===== src/rtl/multiplicador_param_pkg.sv =====
// Shared definitions for the parametrised shift-add multiplier.
// Holds the FSM state encoding and the counter-width helper. The future
// divider block is expected to import the same package.
package multiplicador_param_pkg;

    // Controller states. The encodings are fixed so that waveforms and
    // the divider block read the same way.
    typedef enum logic [1:0] {
        S_IDLE = 2'd0,
        S_CALC = 2'd1,
        S_DONE = 2'd2
    } state_t;

    // Width of a counter that has to reach width-1.
    // The result is clamped to at least 1 bit.
    function automatic int cntWidth(input int width);
        return (width <= 1) ? 1 : $clog2(width);
    endfunction

endpackage


===== src/rtl/multiplicador_param_if.sv =====
// Bus bundle between a requester and the multiplier.
// Ports (seen from the multiplier / slave side):
//   start          in   request, sampled only while Idle is high
//   sinal          in   1 = signed operation, 0 = unsigned
//   multiplicando  in   operand A, WIDTH bits
//   multiplicador2 in   operand B, WIDTH bits
//   produto        out  result register, 2*WIDTH bits
//   Idle           out  high while the multiplier can accept a start
//   Done           out  one-cycle pulse when produto holds a new result
interface multiplicador_param_if #(
    parameter int WIDTH = 16
);
    import multiplicador_param_pkg::*;

    logic                   start;
    logic                   sinal;
    logic [WIDTH-1:0]       multiplicando;
    logic [WIDTH-1:0]       multiplicador2;
    logic [2*WIDTH-1:0]     produto;
    logic                   Idle;
    logic                   Done;

    modport master (
        output start, sinal, multiplicando, multiplicador2,
        input  produto, Idle, Done
    );

    modport slave (
        input  start, sinal, multiplicando, multiplicador2,
        output produto, Idle, Done
    );

endinterface


===== src/rtl/multiplicador_param_datapath.sv =====
// Arithmetic datapath of the shift-add multiplier (module mult_datapath).
// It forms the operand magnitudes at load and runs one add/shift step per
// cycle on a 2*WIDTH+1 accumulator. It also presents the sign-corrected
// product of the step in progress.
// Ports:
//   clock, rst  clock and synchronous active-low reset
//   load_i      capture operands and sign mode, initialise the accumulator
//   step_i      perform one add/shift step
//   finish_i    last step; result_o is valid and the accumulator is cleared
//   sinal_i     signed mode for the operands presented with load_i
//   opA_i       multiplicand
//   opB_i       multiplier
//   result_o    product of the current step, negated when the signs differ
module mult_datapath
    import multiplicador_param_pkg::*;
#(
    parameter int WIDTH = 16
)
(
    input  logic                 clock,
    input  logic                 rst,
    input  logic                 load_i,
    input  logic                 step_i,
    input  logic                 finish_i,
    input  logic                 sinal_i,
    input  logic [WIDTH-1:0]     opA_i,
    input  logic [WIDTH-1:0]     opB_i,
    output logic [2*WIDTH-1:0]   result_o
);

    logic [2*WIDTH:0]    acc_q, acc_d;
    logic [WIDTH-1:0]    mcand_q, mcand_d;
    logic                neg_q, neg_d;

    logic [WIDTH-1:0]    magA;
    logic [WIDTH-1:0]    magB;
    logic [WIDTH-1:0]    addend;
    logic [WIDTH:0]      partialSum;
    logic [2*WIDTH-1:0]  stepProduct;

    // Operand magnitudes. The most negative value maps to 2^(WIDTH-1),
    // which still fits in WIDTH unsigned bits, so the product is exact.
    always_comb begin
        magA = (sinal_i && opA_i[WIDTH-1]) ? -opA_i : opA_i;
        magB = (sinal_i && opB_i[WIDTH-1]) ? -opB_i : opB_i;
    end

    // One shift-add step. The high half of the accumulator is always
    // below 2^WIDTH before the add, so the carry fits in the extra bit.
    // After the shift the top accumulator bit is zero again.
    // stepProduct is the lower 2*WIDTH bits after the shift.
    always_comb begin
        addend      = acc_q[0] ? mcand_q : '0;
        partialSum  = acc_q[2*WIDTH:WIDTH] + {1'b0, addend};
        stepProduct = {partialSum, acc_q[WIDTH-1:1]};
        result_o    = neg_q ? -stepProduct : stepProduct;
    end

    // Next-state selection.
    // The multiplier magnitude starts in the low half of the accumulator.
    // It is consumed from the LSB as the product shifts in from the top.
    // Clearing on finish leaves nothing stale between operations.
    always_comb begin
        acc_d   = acc_q;
        mcand_d = mcand_q;
        neg_d   = neg_q;
        if (load_i) begin
            acc_d   = {{(WIDTH+1){1'b0}}, magB};
            mcand_d = magA;
            neg_d   = sinal_i & (opA_i[WIDTH-1] ^ opB_i[WIDTH-1]);
        end else if (finish_i) begin
            acc_d   = '0;
        end else if (step_i) begin
            acc_d   = {1'b0, stepProduct};
        end
    end

    // Datapath registers with synchronous active-low clear.
    always_ff @(posedge clock) begin
        if (!rst) begin
            acc_q   <= '0;
            mcand_q <= '0;
            neg_q   <= 1'b0;
        end else begin
            acc_q   <= acc_d;
            mcand_q <= mcand_d;
            neg_q   <= neg_d;
        end
    end

endmodule


===== src/rtl/multiplicador_param.sv =====
// Parametrised sequential shift-add multiplier for the MULT/MULTU path.
// Each operation takes a fixed WIDTH cycles of calculation plus one Done
// cycle. A new operation can be accepted every WIDTH+2 cycles.
// Ports:
//   clock  single clock, rising edge
//   rst    synchronous active-low reset
//   bus    slave side of multiplicador_param_if
//          (start, sinal, multiplicando, multiplicador2, produto, Idle, Done)
module multiplicador_param
    import multiplicador_param_pkg::*;
#(
    parameter int WIDTH = 16
)
(
    input  logic                  clock,
    input  logic                  rst,
    multiplicador_param_if.slave  bus
);

    localparam int CNT_W = cntWidth(WIDTH);

    state_t              state_q, state_d;
    logic [CNT_W-1:0]    count_q, count_d;
    logic [2*WIDTH-1:0]  produto_q, produto_d;
    logic                done_q, done_d;

    logic                load;
    logic                step;
    logic                finish;
    logic [2*WIDTH-1:0]  result;

    mult_datapath #(.WIDTH(WIDTH)) datapath (
        .clock    (clock),
        .rst      (rst),
        .load_i   (load),
        .step_i   (step),
        .finish_i (finish),
        .sinal_i  (bus.sinal),
        .opA_i    (bus.multiplicando),
        .opB_i    (bus.multiplicador2),
        .result_o (result)
    );

    // Controller: next state, strobes and counter.
    // finish marks the last CALC step. produto and Done are loaded on that
    // same edge, so Done is a registered pulse that lines up with S_DONE.
    always_comb begin
        state_d   = state_q;
        count_d   = count_q;
        load      = 1'b0;
        step      = 1'b0;
        finish    = 1'b0;
        case (state_q)
            S_IDLE: begin
                if (bus.start) begin
                    load    = 1'b1;
                    count_d = '0;
                    state_d = S_CALC;
                end
            end
            S_CALC: begin
                step    = 1'b1;
                count_d = count_q + CNT_W'(1);
                if (count_q == CNT_W'(WIDTH - 1)) begin
                    finish  = 1'b1;
                    count_d = '0;
                    state_d = S_DONE;
                end
            end
            S_DONE: begin
                state_d = S_IDLE;
            end
            default: begin
                state_d = S_IDLE;
            end
        endcase
        produto_d = finish ? result : produto_q;
        done_d    = finish;
    end

    // Controller and output registers.
    // Reset drops any operation in flight without reporting a result.
    always_ff @(posedge clock) begin
        if (!rst) begin
            state_q   <= S_IDLE;
            count_q   <= '0;
            produto_q <= '0;
            done_q    <= 1'b0;
        end else begin
            state_q   <= state_d;
            count_q   <= count_d;
            produto_q <= produto_d;
            done_q    <= done_d;
        end
    end

    assign bus.produto = produto_q;
    assign bus.Done    = done_q;
    assign bus.Idle    = (state_q == S_IDLE);

endmodule


===== src/flat_wrapper.sv =====
// flat-port wrapper written by rule: the top's interface ports become plain ports
module multiplicador_param_flat import multiplicador_param_pkg::*;
#(
    parameter int WIDTH = 16
)
  (clock, rst, bus_start, bus_sinal, bus_multiplicando, bus_multiplicador2, bus_produto, bus_Idle, bus_Done);
  multiplicador_param_if #(.WIDTH(WIDTH)) bus_i ();
  input  logic clock;
  input  logic rst;
  input wire logic [$bits(bus_i.start)-1:0] bus_start;
  input wire logic [$bits(bus_i.sinal)-1:0] bus_sinal;
  input wire logic [$bits(bus_i.multiplicando)-1:0] bus_multiplicando;
  input wire logic [$bits(bus_i.multiplicador2)-1:0] bus_multiplicador2;
  output wire logic [$bits(bus_i.produto)-1:0] bus_produto;
  output wire logic [$bits(bus_i.Idle)-1:0] bus_Idle;
  output wire logic [$bits(bus_i.Done)-1:0] bus_Done;
  assign bus_i.start = bus_start;
  assign bus_i.sinal = bus_sinal;
  assign bus_i.multiplicando = bus_multiplicando;
  assign bus_i.multiplicador2 = bus_multiplicador2;
  assign bus_produto = bus_i.produto;
  assign bus_Idle = bus_i.Idle;
  assign bus_Done = bus_i.Done;
  multiplicador_param #(.WIDTH(WIDTH)) u_core (.clock(clock), .rst(rst), .bus(bus_i));
endmodule

===== config.mk =====
export PLATFORM = sky130hd
export DESIGN_NAME = multiplicador_param_flat
export DESIGN_NICKNAME = d
export VERILOG_FILES = /design/src/rtl/multiplicador_param_pkg.sv /design/src/rtl/multiplicador_param_if.sv /design/src/rtl/multiplicador_param_datapath.sv /design/src/rtl/multiplicador_param.sv /design/src/flat_wrapper.sv
export SDC_FILE = /design/constraint.sdc
export NUM_CORES = 1
export LEC_CHECK = 0
export ABC_AREA = 1
export CAP_MARGIN = 20
export CORE_MARGIN = 3
export CORE_UTILIZATION = 42
export DETAILED_ROUTE_END_ITERATION = 8
export PLACE_DENSITY_LB_ADDON = 0.3
export SYNTH_ARGS = -nofsm -noshare
export SYNTH_HDL_FRONTEND = slang
export SYNTH_SLANG_ARGS = --single-unit

===== constraint.sdc =====
create_clock -name clock -period 3.2 [get_ports clock]
set_clock_uncertainty 0.15 [all_clocks]
set_input_delay 0.64 -clock clock [delete_from_list [all_inputs] [get_ports clock]]
set_output_delay 0.64 -clock clock [all_outputs]
set_load 0.005 [all_outputs]

==> impl_metrics.tcl <==
set metrics [dict create \
    dpl_worst_slack_ns 0.431 \
    timing.final.crit_share 0.837 \
    fill_cells 1401 \
    reg2regPathDepth 19 \
    drt_drc_violations_left 0 \
    cp_max_fo 6 \
    core_sq_um 13500 \
    synth.most_common_cell "nand2_1" \
    drv_slew 0 \
    min_to "u_core.bus.produto[23]" \
    slew_headroom 0.698 \
    dp_hpwl_um 10900 \
    leakagePower_nw 3.45 \
    synth_commonest_cells "nand2_1, inv_1, dfxtp_1, o21ai_0, nor2_1" \
    wirelength_um 13900 \
    syn_inst 933 \
    synth-seq-cells 88 \
    track_usage 0.180 \
    diodes 0 \
    grt_pass1_wl_um 23900 \
    nets 1050 \
    cts_resized 0 \
    clock_latency_ns 0.35 \
    rows 42 \
    rsz0062_at_grt "false" \
    crit_required_ns 3.30 \
    ys.flop_type "dfxtp_1" \
    tns_ns 0 \
    hold_class "flip-flop to flip-flop" \
    setup_ws_ns 0.521 \
    synthArstFlopShare 0 \
    first_pass_iters 5 \
    cts_root_buf "clkbuf_16" \
    hp-start "u_core.bus.produto[23]" \
    wl_per_cell_um 11.8 \
    fmax_mhz 373 \
    die_h_um 124 \
    synth-seq-area-share 0.299 \
    antenna_left 0 \
    synth_area_sq_um 5890 \
    die_x_um 124 \
    power.density_nw_per_um2 418 \
    drive_gt1_frac 0.0701 \
    syn_to_final_growth_pct 20.2 \
    dieArea_sq_um 15500 \
    grt_overflow_total 0 \
    worstPathArrival_ns 2.78 \
    cts_max_path_buffers 2 \
    ys_warn_count 0 \
    r2r_start "u_core.datapath.acc_q[0]" \
    cts_tree "done" \
    synth_area_leaders "dfxtp_1, nand2_1, inv_1, o21ai_0, nand3_1" \
    startpoint_type "flip-flop" \
    synth_area_leader_cell "dfxtp_1" \
    worst_pin_slew_ns 0.453 \
    syn_area_per_cell_sq_um 6.31 \
    start_util 0.438 \
    grt_pass1_vias 5053 \
    avgViaCountPerCell 4.89 \
    min_period_ns 2.68 \
    port_buffers 69 \
    r2r_slack_ns 0.52 \
    synth-edff-count 0 \
    design_power_total_w 0.00296 \
    cts_hold_buf 0 \
    cts_sinks 88 \
    synth_nets 990 \
    setup_viol 0 \
    crit_type "flip-flop to flip-flop" \
    vias 5738 \
    hold_viol 0 \
    place_congestion 0.901 \
    drv_cap 0 \
    ir_drop_v 0.000263 \
    antenna_found_initial 0 \
    r2r-end "u_core.bus.produto[28]" \
    htreeDepth 3 \
    outcome "complete, no violations" \
    post_cts_buffers 0 \
    grt_start_max_net_pins 48 \
    min_path_cells 2 \
    clk_pin_slew_ns 0.07 \
    netlist.area_leader.share 0.299 \
    worst_setup_path_end_kind "flip-flop" \
    drtIter0Drc 318 \
    synth_cell_types 40 \
    cts-buffers-inserted 9 \
    io_pins 70 \
]
==> worst max-delay path, stage by stage, from the launching register on <==
cell and delay, ns:
dfxtp_1 0.33, nand2_1 0.05, inv_1 0.07, ha_1 0.22, inv_1 0.07, fa_1 0.43
inv_1 0.12, nand3_1 0.10, nand2_2 0.11, nand2_1 0.07, nand2_1 0.07, nand2_1 0.06
nand2_2 0.11, nand2_1 0.07, nand2_1 0.09, nand3_4 0.09, nor2_4 0.16, nand3_1 0.08
nand3_1 0.09, nand2_1 0.05
==> sequential cells by signal, indices dropped and copies added, names as in the netlist <==
name                     cells
u_core.bus.Done              1
u_core.bus.produto          32
u_core.count_q               4
u_core.datapath.acc_q       32
u_core.datapath.mcand_q     16
u_core.datapath.neg_q        1
u_core.state_q               2
==> cells by family after synthesis <==
kind of cell | after synthesis | share of synthesized area
buffers and inverters | 180 | 0.118
and+or+nand+nor | 444 | 0.328
adders and majority gates | 21 | 0.0459
DFF | 88 | 0.299
AOI/OAI and AO/OA | 170 | 0.163
xor gates and xnor gates | 30 | 0.0459
==> per-stage QoR <==
stage | std cells | util | hold slack, ns | area (sq um)
CTS | 1174 | 0.526 | 0.305 | 7080
global placement | 1158 | 0.501 | 0.289 | 6750
finish | 1174 | 0.526 | 0.301 | 7080
detailed placement | 1158 | 0.501 | 0.292 | 6750
floorplan | 933 | - | 0.295 | 5890
global route | 1174 | 0.526 | 0.320 | 7080
==> how the worst max path moves through the flow <==
stage / start / end / slack (ns)
floorplan: u_core.datapath.acc_q[0] / u_core.bus.produto[28] / 0.28
global placement: bus_multiplicando[1] / u_core.datapath.mcand_q[14] / 0.50
detailed placement: bus_multiplicando[1] / u_core.datapath.mcand_q[14] / 0.43
CTS: u_core.datapath.acc_q[0] / u_core.bus.produto[28] / 0.51
global route: u_core.datapath.acc_q[0] / u_core.bus.produto[30] / 0.24
finish: u_core.datapath.acc_q[0] / u_core.bus.produto[28] / 0.52
==> layout by cell type (no fill, tap or decap), drive strengths merged, types with 7 or more instances in the layout <==
cell type,netlist,final
nand2,282,282
inv,149,149
dfxtp,88,88
o21ai,74,74
nor2,70,70
clkdlybuf4s50,0,69
nand3,62,62
a21oi,56,56
xor2,22,22
ha,20,20
o211ai,16,16
clkbuf,23,12
buf,8,11
nor3,11,11
xnor2,8,8
nand4,7,7
a31oi,7,7
==> layout make-up <==
cell class | count | area [sq um] | share of cell area
Multi-Input combinational cell | 665 | 3430 | 0.485
Sequential cell | 88 | 1760 | 0.249
Timing Repair Buffer | 80 | 773 | 0.109
Inverter | 149 | 559 | 0.0790
Clock buffer | 12 | 256 | 0.0362
Tap cell | 176 | 220 | 0.0311
Clock inverter | 4 | 76.3 | 0.0108
==> routing by layer <==
layer  vias to the layer above  GRT usage  routed length [um]
met3                        14     0.0266                 687
met5                         -          0                   0
li1                       3104          -                   -
met1                      2488      0.282                7580
met2                       132      0.253                5440
met4                         0     0.0509                 166
==> power by group <==
part | internal (W) | switching, W | total, W | leakage, nW
clock | 0.000729 | 0.000444 | 0.00117 | 0.159
sequential | 0.00115 | 0.0000451 | 0.00119 | 0.718
combinational | 0.000229 | 0.000363 | 0.000592 | 2.58
Power figures use the tool's default switching activity.
